$ cat config.mk
export PLATFORM = sky130hd
export DESIGN_NAME = motor_drive
export DESIGN_NICKNAME = d
export VERILOG_FILES = /design/src/rtl/motor_drive.sv
export SDC_FILE = /design/constraint.sdc
export NUM_CORES = 1
export LEC_CHECK = 0
export BUFFER_PORTS_ARGS = -buffer_cell sky130_fd_sc_hd__buf_2
export CORE_ASPECT_RATIO = 0.7
export CORE_MARGIN = 1.5
export CORE_UTILIZATION = 57
export CTS_CLUSTER_SIZE = 10
export DETAILED_ROUTE_END_ITERATION = 12
export HOLD_SLACK_MARGIN = 0.03
export PLACE_DENSITY_LB_ADDON = 0.05
export SLEW_MARGIN = 20
export SYNTH_ARGS = -nofsm -noshare
export SYNTH_HDL_FRONTEND = slang
export SYNTH_SLANG_ARGS = --single-unit
$ cat constraint.sdc
create_clock -name clk -period 5.4 [get_ports clk]
set_clock_uncertainty 0.15 [all_clocks]
set_input_delay 0.54 -clock clk [delete_from_list [all_inputs] [get_ports clk]]
set_output_delay 0.54 -clock clk [all_outputs]
set_load 0.01 [all_outputs]
$ cat src/rtl/motor_drive.sv
// Two-wheel differential motor driver: decodes the navigation mode into per-wheel
// direction/duty targets, ramps duty, inserts coast time on reversal, and generates PWM.
module motor_drive #(
  parameter int PWM_BITS    = 10,
  parameter int DUTY_FAST   = 700,
  parameter int DUTY_TURN   = 600,
  parameter int DUTY_SLOW   = 450,
  parameter int RAMP_DIV    = 50000,
  parameter int RAMP_STEP   = 32,
  parameter int DEAD_CYCLES = 100000
) (
  input  logic       clk,
  input  logic       rst,
  input  logic [4:0] mode,
  output logic [1:0] pwm,
  output logic [1:0] l_IN,
  output logic [1:0] r_IN,
  output logic       settled
);

  localparam int W1       = PWM_BITS + 1;
  localparam int MAX_DUTY = (1 << PWM_BITS) - 1;
  localparam int STEP_MAX = (1 << W1) - 1;
  localparam int RW       = (RAMP_DIV > 1) ? $clog2(RAMP_DIV) : 1;
  localparam int DW       = (DEAD_CYCLES > 1) ? $clog2(DEAD_CYCLES) : 1;

  localparam logic [RW-1:0]       RAMP_LAST = RW'(RAMP_DIV - 1);
  localparam logic [DW-1:0]       DEAD_LAST = DW'(DEAD_CYCLES - 1);
  localparam logic [W1-1:0]       STEP_C    = W1'((RAMP_STEP > STEP_MAX) ? STEP_MAX : RAMP_STEP);
  localparam logic [PWM_BITS-1:0] FAST_C    = PWM_BITS'((DUTY_FAST > MAX_DUTY) ? MAX_DUTY : DUTY_FAST);
  localparam logic [PWM_BITS-1:0] TURN_C    = PWM_BITS'((DUTY_TURN > MAX_DUTY) ? MAX_DUTY : DUTY_TURN);
  localparam logic [PWM_BITS-1:0] SLOW_C    = PWM_BITS'((DUTY_SLOW > MAX_DUTY) ? MAX_DUTY : DUTY_SLOW);

  typedef enum logic [1:0] {
    DIR_OFF = 2'b00,
    DIR_REV = 2'b01,
    DIR_FWD = 2'b10
  } dir_e;

  typedef enum logic [1:0] {
    ST_RUN,
    ST_DECEL,
    ST_DEAD
  } wheel_e;

  // Wheel index 1 is the left wheel, index 0 the right wheel, matching pwm bit order.
  wheel_e                   state_q [2];
  wheel_e                   state_d [2];
  dir_e                     dir_q   [2];
  dir_e                     dir_d   [2];
  dir_e                     tgtDir  [2];
  logic [1:0][PWM_BITS-1:0] duty_q, duty_d;
  logic [1:0][PWM_BITS-1:0] cmp_q, cmp_d;
  logic [1:0][PWM_BITS-1:0] tgtDuty;
  logic [1:0][DW-1:0]       deadCnt_q, deadCnt_d;
  logic [PWM_BITS-1:0]      pwmCnt_q, pwmCnt_d;
  logic [RW-1:0]            rampCnt_q, rampCnt_d;
  logic                     rampTick;
  logic                     pwmWrap;
  logic                     errorMode;

  function automatic logic [PWM_BITS-1:0] rampToward(input logic [PWM_BITS-1:0] cur,
                                                     input logic [PWM_BITS-1:0] tgt);
    logic [W1-1:0] curW;
    logic [W1-1:0] tgtW;
    curW = {1'b0, cur};
    tgtW = {1'b0, tgt};
    if (curW < tgtW) begin
      if ((tgtW - curW) <= STEP_C) rampToward = tgt;
      else                         rampToward = PWM_BITS'(curW + STEP_C);
    end else begin
      if ((curW - tgtW) <= STEP_C) rampToward = tgt;
      else                         rampToward = PWM_BITS'(curW - STEP_C);
    end
  endfunction

  assign errorMode = (mode == 5'd31);
  assign rampTick  = (rampCnt_q == RAMP_LAST);
  assign pwmWrap   = (pwmCnt_q == '1);
  assign rampCnt_d = rampTick ? '0 : rampCnt_q + 1'b1;
  assign pwmCnt_d  = pwmCnt_q + 1'b1;

  always_comb begin
    tgtDir[1]  = DIR_OFF;
    tgtDir[0]  = DIR_OFF;
    tgtDuty    = '0;
    case (mode)
      5'd3, 5'd4: begin
        tgtDir[1] = DIR_FWD;  tgtDuty[1] = FAST_C;
        tgtDir[0] = DIR_FWD;  tgtDuty[0] = FAST_C;
      end
      5'd5: begin
        tgtDir[1] = DIR_REV;  tgtDuty[1] = TURN_C;
        tgtDir[0] = DIR_FWD;  tgtDuty[0] = TURN_C;
      end
      5'd6: begin
        tgtDir[1] = DIR_FWD;  tgtDuty[1] = TURN_C;
        tgtDir[0] = DIR_REV;  tgtDuty[0] = TURN_C;
      end
      5'd7: begin
        tgtDir[1] = DIR_REV;  tgtDuty[1] = SLOW_C;
        tgtDir[0] = DIR_REV;  tgtDuty[0] = SLOW_C;
      end
      5'd8: begin
        tgtDir[0] = DIR_REV;  tgtDuty[0] = SLOW_C;
      end
      default: ;
    endcase
  end

  // A reversal must ramp to zero and coast before the new direction is applied;
  // stopping (target OFF) just ramps down in RUN and drops IN once duty is zero.
  always_comb begin
    for (int w = 0; w < 2; w++) begin
      state_d[w]   = state_q[w];
      dir_d[w]     = dir_q[w];
      duty_d[w]    = duty_q[w];
      deadCnt_d[w] = deadCnt_q[w];
      case (state_q[w])
        ST_RUN: begin
          if (dir_q[w] != DIR_OFF && tgtDir[w] != DIR_OFF && tgtDir[w] != dir_q[w]) begin
            state_d[w] = ST_DECEL;
          end else begin
            if (rampTick) duty_d[w] = rampToward(duty_q[w], tgtDuty[w]);
            if (tgtDir[w] != DIR_OFF)   dir_d[w] = tgtDir[w];
            else if (duty_d[w] == '0)   dir_d[w] = DIR_OFF;
          end
        end
        ST_DECEL: begin
          if (tgtDir[w] == dir_q[w]) begin
            state_d[w] = ST_RUN;
          end else begin
            if (rampTick) duty_d[w] = rampToward(duty_q[w], '0);
            if (duty_d[w] == '0) begin
              state_d[w]   = ST_DEAD;
              deadCnt_d[w] = '0;
            end
          end
        end
        ST_DEAD: begin
          duty_d[w] = '0;
          if (deadCnt_q[w] == DEAD_LAST) begin
            state_d[w]   = ST_RUN;
            dir_d[w]     = tgtDir[w];
            deadCnt_d[w] = '0;
          end else begin
            deadCnt_d[w] = deadCnt_q[w] + 1'b1;
          end
        end
        default: state_d[w] = ST_RUN;
      endcase

      if (errorMode) begin
        state_d[w]   = ST_RUN;
        dir_d[w]     = DIR_OFF;
        duty_d[w]    = '0;
        deadCnt_d[w] = '0;
      end

      if (errorMode)    cmp_d[w] = '0;
      else if (pwmWrap) cmp_d[w] = duty_q[w];
      else              cmp_d[w] = cmp_q[w];
    end
  end

  always_ff @(posedge clk) begin
    if (rst) begin
      pwmCnt_q  <= '0;
      rampCnt_q <= '0;
      duty_q    <= '0;
      cmp_q     <= '0;
      deadCnt_q <= '0;
      for (int w = 0; w < 2; w++) begin
        state_q[w] <= ST_RUN;
        dir_q[w]   <= DIR_OFF;
      end
    end else begin
      pwmCnt_q  <= pwmCnt_d;
      rampCnt_q <= rampCnt_d;
      duty_q    <= duty_d;
      cmp_q     <= cmp_d;
      deadCnt_q <= deadCnt_d;
      for (int w = 0; w < 2; w++) begin
        state_q[w] <= state_d[w];
        dir_q[w]   <= dir_d[w];
      end
    end
  end

  // ERROR gates the bridge immediately, ahead of the registered clear.
  always_comb begin
    pwm     = '0;
    settled = 1'b1;
    for (int w = 0; w < 2; w++) begin
      pwm[w] = !errorMode && (pwmCnt_q < cmp_q[w]);
      if (state_q[w] != ST_RUN || duty_q[w] != tgtDuty[w] || dir_q[w] != tgtDir[w])
        settled = 1'b0;
    end
  end

  assign l_IN = (errorMode || state_q[1] == ST_DEAD) ? 2'b00 : dir_q[1];
  assign r_IN = (errorMode || state_q[0] == ST_DEAD) ? 2'b00 : dir_q[0];

endmodule

# Word level (Yosys, flattened, before mapping)
# Memories as Yosys holds them, arrays and structs flattened.
# Cells that the tools add are included.
# W data, S select, Z words.
[word_totals]
regBits = 100
latch_bits = 0
mem_bits_rw = 8
mem_bits_ro = 0
inputBits = 7
output_inout_bits = 7
wordCells = 180
memories = 2
[mem_list]
columns = ["memory", "words", "width", "read_ports", "rd_clocked_by_memory_dff", "write_ports", "line", "source"]
rows = [
  ["dir_q", 2, 2, 2, 0, 2, "49", "dir_e dir_q [2];"],
  ["state_q", 2, 2, 2, 0, 2, "47", "wheel_e state_q [2];"],
]
[classes]
add_sub_neg = 12
multipliers = 0
div_mod_pow = 0
n_lt_le_gt_ge = 10
eq_ne = 29
n_shift = 0
n_mux = 73
bitwise = 4
reduce_logical = 42
[op_table]
columns = ["operator", "count"]
rows = [
  ["$mux W10", 24],
  ["$pmux W10 S3", 4],
  ["$mux W17", 6],
  ["$pmux W17 S2", 2],
  ["$mux W2", 26],
  ["$le A11 B6 Y1 const B", 4],
  ["$sub A10 B10 Y11", 4],
  ["$logic_not A10 Y1", 4],
  ["$lt A10 B10 Y1", 4],
  ["$add A17 B1 Y17 const B", 2],
  ["$eq A17 B17 Y1 const B", 2],
  ["$add A10 B6 Y10 const B", 2],
  ["$eq A5 B3 Y1 const B", 4],
  ["$le A10 B6 Y1 const B", 2],
  ["$ne A10 B10 Y1", 2],
  ["$sub A10 B6 Y10 const B", 2],
  ["$add A16 B1 Y16 const B", 1],
  ["$eq A16 B16 Y1 const B", 1],
  ["$pmux W2 S2", 4],
  ["$reduce_bool A2 Y1", 8],
  ["$ne A2 B2 Y1 const B", 6],
  ["$pmux W2 S3", 2],
  ["$reduce_and A3 Y1", 4],
  ["$reduce_or A2 Y1", 6],
  ["other kinds (17)", 44],
]

# Depth between registers and ports, before layout
# Gate-level depths: netlist of the first run.
[depth]
ltp_word = 17
depth_mapped = 20
ltp_nobuf = 17

# Least setup slack after synthesis of the first run
# OpenSTA, ideal clock, no wires.
[synth_timing]
path_kind = "input-to-reg"
start = "input port mode[2]"
end = "memory dir_q[0][0] (netlist bit)"
setup_ns = 0.117
arrival_time_ns = 4.296
t_required_ns = 5.133
slack_ns = 0.836
stages = 17
path_buffers = 2
cell_sequence = "clkbuf_1 nor2_1 o21ai_0 inv_1 ha_1 and2_4 o211ai_4 and4_4 or4_4 and2_4 buf_6 a31oi_4 o21ai_1 a221o_1 nor4_4 mux2i_1 nand2_1"
[synth_lines]
columns = ["item", "line", "source"]
rows = [
  ["from (decl)", "14", "input logic [4:0] mode,"],
  ["to (decl)", "49", ""],
]

==> results of run 1 <==
-- kinds of logic (layout without fill, tap and decap cells) --
| family | after synthesis | count (layout) | synth area share, % |
|---|---|---|---|
| AOI/OAI and AO/OA | 286 | 286 | 22.6 |
| xor gates and xnor gates | 63 | 63 | 6.57 |
| adders and majority gates | 74 | 74 | 11.2 |
| buffers and inverters | 117 | 115 | 5.44 |
| DFF | 108 | 108 | 25.7 |
| muxes | 15 | 15 | 1.80 |
| and+or+nand+nor | 441 | 441 | 26.7 |
-- stage by stage --
| step | instance area, um2 | worst slack [ns] | hold WS [ns] | utilization, % | instances |
|---|---|---|---|---|---|
| final | 8920 | 0.557 | 0.297 | 63.1 | 1292 |
| after global routing | 8920 | 0.300 | 0.319 | 63.1 | 1292 |
| after CTS | 8910 | 0.679 | 0.302 | 63.0 | 1292 |
| after detailed placement | 8630 | 0.346 | 0.290 | 61.0 | 1277 |
| after global placement | 8630 | 0.360 | 0.283 | 61.0 | 1277 |
| after floorplan | 8400 | 0.836 | 0.268 | - | 1104 |
-- power by group through the flow --
stage          Sequential (mW)  Combinational (mW)  Clock [mW]
6_report                 0.808               0.336       0.634
5_1_grt                  0.808               0.367       0.685
4_1_cts                  0.808               0.327       0.650
2_1_floorplan            0.824               0.254           0
3_3_place_gp             0.826               0.323           0
3_5_place_dp             0.826               0.324           0
-- layer usage --
metal / GRT usage [%] / routed length [um]
met5: 0 / 0
met4: 7.64 / 459
met3: 6.94 / 1750
met2: 41.0 / 8770
met1: 42.4 / 10900
-- worst register-to-register path, delay by kind of cell, from the launching register on --
kind / cells / cell delay [ns]
AOI/OAI and AO/OA: 5 / 1.28
adders and majority gates: 1 / 0.47
buffers and inverters: 1 / 0.20
DFF: 1 / 0.64
muxes: 2 / 0.47
and+or+nand+nor: 4 / 0.89
-- registers in the layout (all words and copies together), names as in the netlist --
name and cells:
pwmCnt_q 10, duty_q 20, deadCnt_q 34, state_q 4, rampCnt_q 16, cmp_q 20
dir_q 4
-- final timing paths --
check             slack, ns                       end                    start  cells after the start
hold / removal         0.30   rampCnt_q[0]$_SDFF_PP0_  rampCnt_q[0]$_SDFF_PP0_                      1
setup / recovery       0.56  dir_q[0][2]$_SDFFE_PP0P_                  mode[1]                     17
hold reg to reg        0.30   rampCnt_q[0]$_SDFF_PP0_  rampCnt_q[0]$_SDFF_PP0_                      1
setup reg to reg       1.16  dir_q[0][2]$_SDFFE_PP0P_  duty_q[17]$_SDFFE_PP0P_                     13
-- cell type report --
class                      count  area (um2)  area share (%)
clock inverter                 6        61.3           0.687
timing repair buffer          28         178            1.99
clock buffer                   9         225            2.53
inverter                      72         270            3.03
tap                          190         238            2.67
sequential                   108        2160            24.2
multi-input combinational    879        5780            64.9
-- cell usage in the layout, fill, tap and decap left out, types with 15 or more instances in the layout --
cell / Yosys / layout
dfxtp_1: 108 / 108
ha_1: 72 / 72
nor2_1: 114 / 114
o21ai_0: 50 / 50
nand3_1: 38 / 38
nor3_1: 25 / 25
buf_4: 1 / 15
a21oi_1: 85 / 85
inv_1: 71 / 71
and3_1: 19 / 19
a21o_1: 22 / 22
nand4_1: 21 / 21
xor2_1: 36 / 36
xnor2_1: 27 / 27
or3_1: 16 / 16
nand2_1: 118 / 118
nor2b_1: 15 / 15
==> impl_metrics.tcl, run 1 <==
set metrics [dict create \
    p_leak_nw 3.52 \
    worstHoldPathType "reg -> reg" \
    status "complete, no violations" \
    cts-resized-gates 0 \
    synth_edf_count 0 \
    cts.reportedPaths.clkPinSlew_ns 0.08 \
    die_h_um 105 \
    cap_violations 0 \
    switching_share_pct 29.7 \
    p_int_mw 1.25 \
    cpPeakStageDelay_ns 0.53 \
    ctsHtreeMaxLevel 3 \
    synth.avg_cell_area_um2 7.61 \
    io_buffers 13 \
    cts_setup_buffers 0 \
    routedWlPerCell_um 16.9 \
    layout-drive-gt1-share_pct 6.26 \
    dieArea_um2 15500 \
    synth_cell_type_count 82 \
    fin_setup_tns_ns 0 \
    power_frac_clock_pct 35.7 \
    fmax_mhz 206 \
    max_slew_margin_pct 40.1 \
    cellPowerDensity_nw_per_um2 199 \
    ctsHoldBuffers 0 \
    synth_common_cells "nand2_1, nor2_1, dfxtp_1" \
    cts.sinks 108 \
    grt_max_degree 46 \
    ys_seq_area_share_pct 25.7 \
    start_util_pct 59.4 \
    critPathBufInv 2 \
    grt_pass1_wl_um 36200 \
    drtAntennaViolNets 0 \
    via_per_inst 6.13 \
    ios 14 \
    antennaDiodeCount 0 \
    place_hpwl_um 16700 \
    grt_pass1_vias 7141 \
    p_sw_uw 527 \
    cts_buffers 9 \
    drv_slew 0 \
    crit_chain "buf_2, nor2_1, and2_1, o21ai_1, inv_1, ha_1, o21a_1, o31ai_1, a21oi_1, a221oi_1, xor2_1, a311oi_1, a211oi_1, o21ai_1, o41ai_2, mux2i_1, nor2_1" \
    finalCritPeriodShare_pct 89.7 \
    antenna_found_initial 0 \
    synth_nets 1185 \
    crit_path_end_kind "flop" \
    nets 1179 \
    place.gp.congestion 0.994 \
    layout_min_cycle_time_ns 4.84 \
    cp_slowest_cell "o21ai_1" \
    core_area_um2 14100 \
    final_hold_viol_count 0 \
    cp_top_family "compound AO/OA/AOI/OAI gates" \
    synthesis.area_um2 8400 \
    post-route-drc-count 0 \
    comb_power_share_pct 18.9 \
    synthMostInstantiatedCell "nand2_1" \
    track_usage_pct 28.7 \
    crit_required_ns 5.45 \
    crit_path_start_kind "input port" \
    setup-violations-final 0 \
    synth-seq-cells 108 \
    drtIter0Drc 747 \
    die_x_um 148 \
    ir_drop_v 0.000207 \
    fp-row-count 36 \
    fill_cells 1298 \
    pwr-share-seq_pct 45.4 \
    netlist.area_leader.share_pct 25.7 \
    rsz0062_at_grt "no" \
    cts_tree "done" \
    netlist_instances 1104 \
    async_flop_share_pct 0 \
    vias 7926 \
    clk_latency_ns 0.35 \
    yosysWarnings 0 \
    overflow 0 \
    power_mw 1.78 \
    yosysTopAreaCell "dfxtp_1" \
    path_class "in -> reg" \
    drtPass1Iterations 6 \
    tightest_slew_ns 0.899 \
    area_delta_synth_final_pct 6.18 \
    synth.area.top_cells "dfxtp_1, ha_1, nand2_1" \
    crit_fanout 7 \
    wl_um 21800 \
    synth-main-ff-cell "dfxtp_1" \
    clockBufferDepth 2 \
    cts_root_buffer "clkbuf_16" \
    crit_arrival_ns 4.90 \
]
(Power assumes the default switching activity.)
==> inputs of run 2 (changes only) <==
==> config.mk (replaced) <==
export PLATFORM = sky130hd
export DESIGN_NAME = motor_drive
export DESIGN_NICKNAME = d
export VERILOG_FILES = /design/src/rtl/motor_drive.sv
export SDC_FILE = /design/constraint.sdc
export NUM_CORES = 1
export LEC_CHECK = 0
export CORE_ASPECT_RATIO = 0.7
export CORE_MARGIN = 1.5
export CORE_UTILIZATION = 57
export CTS_CLUSTER_SIZE = 10
export DETAILED_ROUTE_END_ITERATION = 12
export DONT_BUFFER_PORTS = 1
export HOLD_SLACK_MARGIN = 0.03
export PLACE_DENSITY_LB_ADDON = 0.05
export RECOVER_POWER = 50
export SLEW_MARGIN = 0
export SYNTH_ARGS = -nofsm -noshare
export SYNTH_HDL_FRONTEND = slang
export SYNTH_SLANG_ARGS = --single-unit
==> run 2 against run 1 <==
Wire length up 0.39%. Flip-flop and latch count did not move. Global-route usage grew 0.35 points. Die area did not move. Via count up 0.59%. Largest cell class unchanged. Largest power group unchanged.
==> impl_metrics.tcl, run 2 (synthesis results as in run 1) <==
set metrics [dict create \
    rr_worst_depth 10 \
    top_regs "deadCnt_q: 34 flops, cmp_q: 20 flops, duty_q: 20 flops" \
    core_area_um2 14100 \
    ctsHtreeMaxLevel 3 \
    antennaDiodeCount 0 \
    largest_register_ffs 34 \
    cellPowerDensity_nw_per_um2 200 \
    switching_share_pct 29.8 \
    drtAntennaViolNets 0 \
    ir_drop_v 0.000165 \
    reg2reg_from "rampCnt_q[0]$_SDFF_PP0_" \
    max_flop_register "deadCnt_q" \
    setup-violations-final 0 \
    cpPeakStageDelay_ns 0.51 \
    status "complete, no violations" \
    wl_um 21900 \
    nets 1177 \
    p_leak_nw 3.51 \
    crit_path_end_kind "flop" \
    io_buffers 0 \
    setup_ws_ns 0.911 \
    drv_slew 0 \
    critPathBufInv 1 \
    tightest_slew_ns 1.11 \
    vias 7973 \
    rsz0062_at_grt "no" \
    start_util_pct 59.4 \
    fmax_mhz 223 \
    area_delta_synth_final_pct 6.26 \
    layout_min_cycle_time_ns 4.49 \
    comb_power_share_pct 18.8 \
    r2r_slack_ns 1.28 \
    antenna_found_initial 0 \
    cp_slowest_cell "xor2_1" \
    drtPass1Iterations 5 \
    ctsHoldBuffers 0 \
    place.gp.congestion 0.975 \
    power_frac_clock_pct 35.9 \
    fp-row-count 36 \
    p_sw_uw 531 \
    clockBufferDepth 2 \
    holdWs_ns 0.0893 \
    holdPathStages 1 \
    ios 14 \
    grt_pass1_vias 7117 \
    crit_required_ns 5.49 \
    fin_setup_tns_ns 0 \
    crit_path_start_kind "input port" \
    rr_endpoint "deadCnt_q[14]$_SDFFE_PP0P_" \
    cts_setup_buffers 0 \
    critPathCapture "dir_q[0][3]$_SDFFE_PP0P_" \
    cts_root_buffer "clkbuf_16" \
    cp_top_family "compound AO/OA/AOI/OAI gates" \
    path_class "in -> reg" \
    track_usage_pct 29.0 \
    place_ws_ns 0.640 \
    layout-drive-gt1-share_pct 5.73 \
    finalCritPeriodShare_pct 83.1 \
    place_hpwl_um 16300 \
    cap_violations 0 \
    fill_cells 1353 \
    cpMostUsedCell "nor2b_1" \
    max_slew_margin_pct 25.9 \
    via_per_inst 6.18 \
    cts-resized-gates 0 \
    drtIter0Drc 717 \
    post-route-drc-count 0 \
    power_mw 1.78 \
    startpoint "mode[2]" \
    fin_util_pct 63.1 \
    layout_common_cells "nand2_1, nor2_1, dfxtp_1" \
    clk_latency_ns 0.37 \
    dieArea_um2 15500 \
    grt_pass1_wl_um 36400 \
    cts_tree "done" \
    cts.reportedPaths.clkPinSlew_ns 0.07 \
    die_h_um 105 \
    cts.sinks 108 \
    die_x_um 148 \
    cts_buffers 9 \
    grt_max_degree 46 \
    overflow 0 \
    final_hold_viol_count 0 \
    path_depth 16 \
    pwr-share-seq_pct 45.3 \
    p_int_mw 1.25 \
    layout_commonest_cell "nand2_1" \
    crit_chain "nor2b_1, and3b_1, nand2_1, inv_2, ha_1, nor2b_1, o31ai_1, a21oi_1, a221oi_1, xor2_1, a311oi_1, a211oi_1, o21ai_1, o41ai_2, mux2i_1, nor2_1" \
    worstHoldPathType "in -> reg" \
    crit_arrival_ns 4.58 \
    routedWlPerCell_um 17.0 \
    crit_fanout 10 \
]
==> run 2: cell count changes in the layout (fill, tap and decap cells not counted) <==
cell	change
or2_2	-1
or2_0	+1
a21oi_1	+1
o21ai_2	-1
clkbuf_1	+1
buf_4	+10
a21oi_2	-1
o21ai_0	+1
buf_2	-13
==> run 2: worst min path at each step <==
stage | from | endpoint | slack, ns
floorplan | rampCnt_q[0]$_SDFF_PP0_ | rampCnt_q[0]$_SDFF_PP0_ | 0.27
global placement | rampCnt_q[0]$_SDFF_PP0_ | rampCnt_q[0]$_SDFF_PP0_ | 0.29
detailed placement | rampCnt_q[0]$_SDFF_PP0_ | rampCnt_q[0]$_SDFF_PP0_ | 0.29
CTS | rst | pwmCnt_q[0]$_SDFF_PP0_ | 0.07
global route | rst | pwmCnt_q[0]$_SDFF_PP0_ | 0.07
finish | rst | pwmCnt_q[0]$_SDFF_PP0_ | 0.09
==> run 2: power by group through the flow <==
stage | combinational, mW | sequential, mW | clock, mW
global placement | 0.322 | 0.826 | 0
detailed placement | 0.323 | 0.826 | 0
global route | 0.365 | 0.808 | 0.685
finish | 0.335 | 0.807 | 0.640
CTS | 0.326 | 0.807 | 0.656
floorplan | 0.254 | 0.824 | 0
==> run 2: per-layer routing <==
metal  track usage, %  part of all wire (%)  vias up
met5                0                     0        -
met4             10.2                   2.3        0
met3             6.59                   7.6       35
met2             40.0                    40      279
met1             43.5                    50     3709
li1                 -                     -     3950
==> run 2: cell type report <==
type	count	area, um2	share of cell area, %
Multi-Input combinational cell	879	5780	64.7
Clock inverter	6	61.3	0.687
Inverter	72	270	3.03
Timing Repair Buffer	26	191	2.14
Sequential cell	108	2160	24.2
Tap cell	190	238	2.66
Clock buffer	9	225	2.52
==> run 2: through the flow <==
stage / cell area, um2 / std cells
finish: 8920 / 1290
global route: 8920 / 1290
CTS: 8930 / 1290
detailed placement: 8650 / 1275
global placement: 8650 / 1275
floorplan: 8400 / 1104
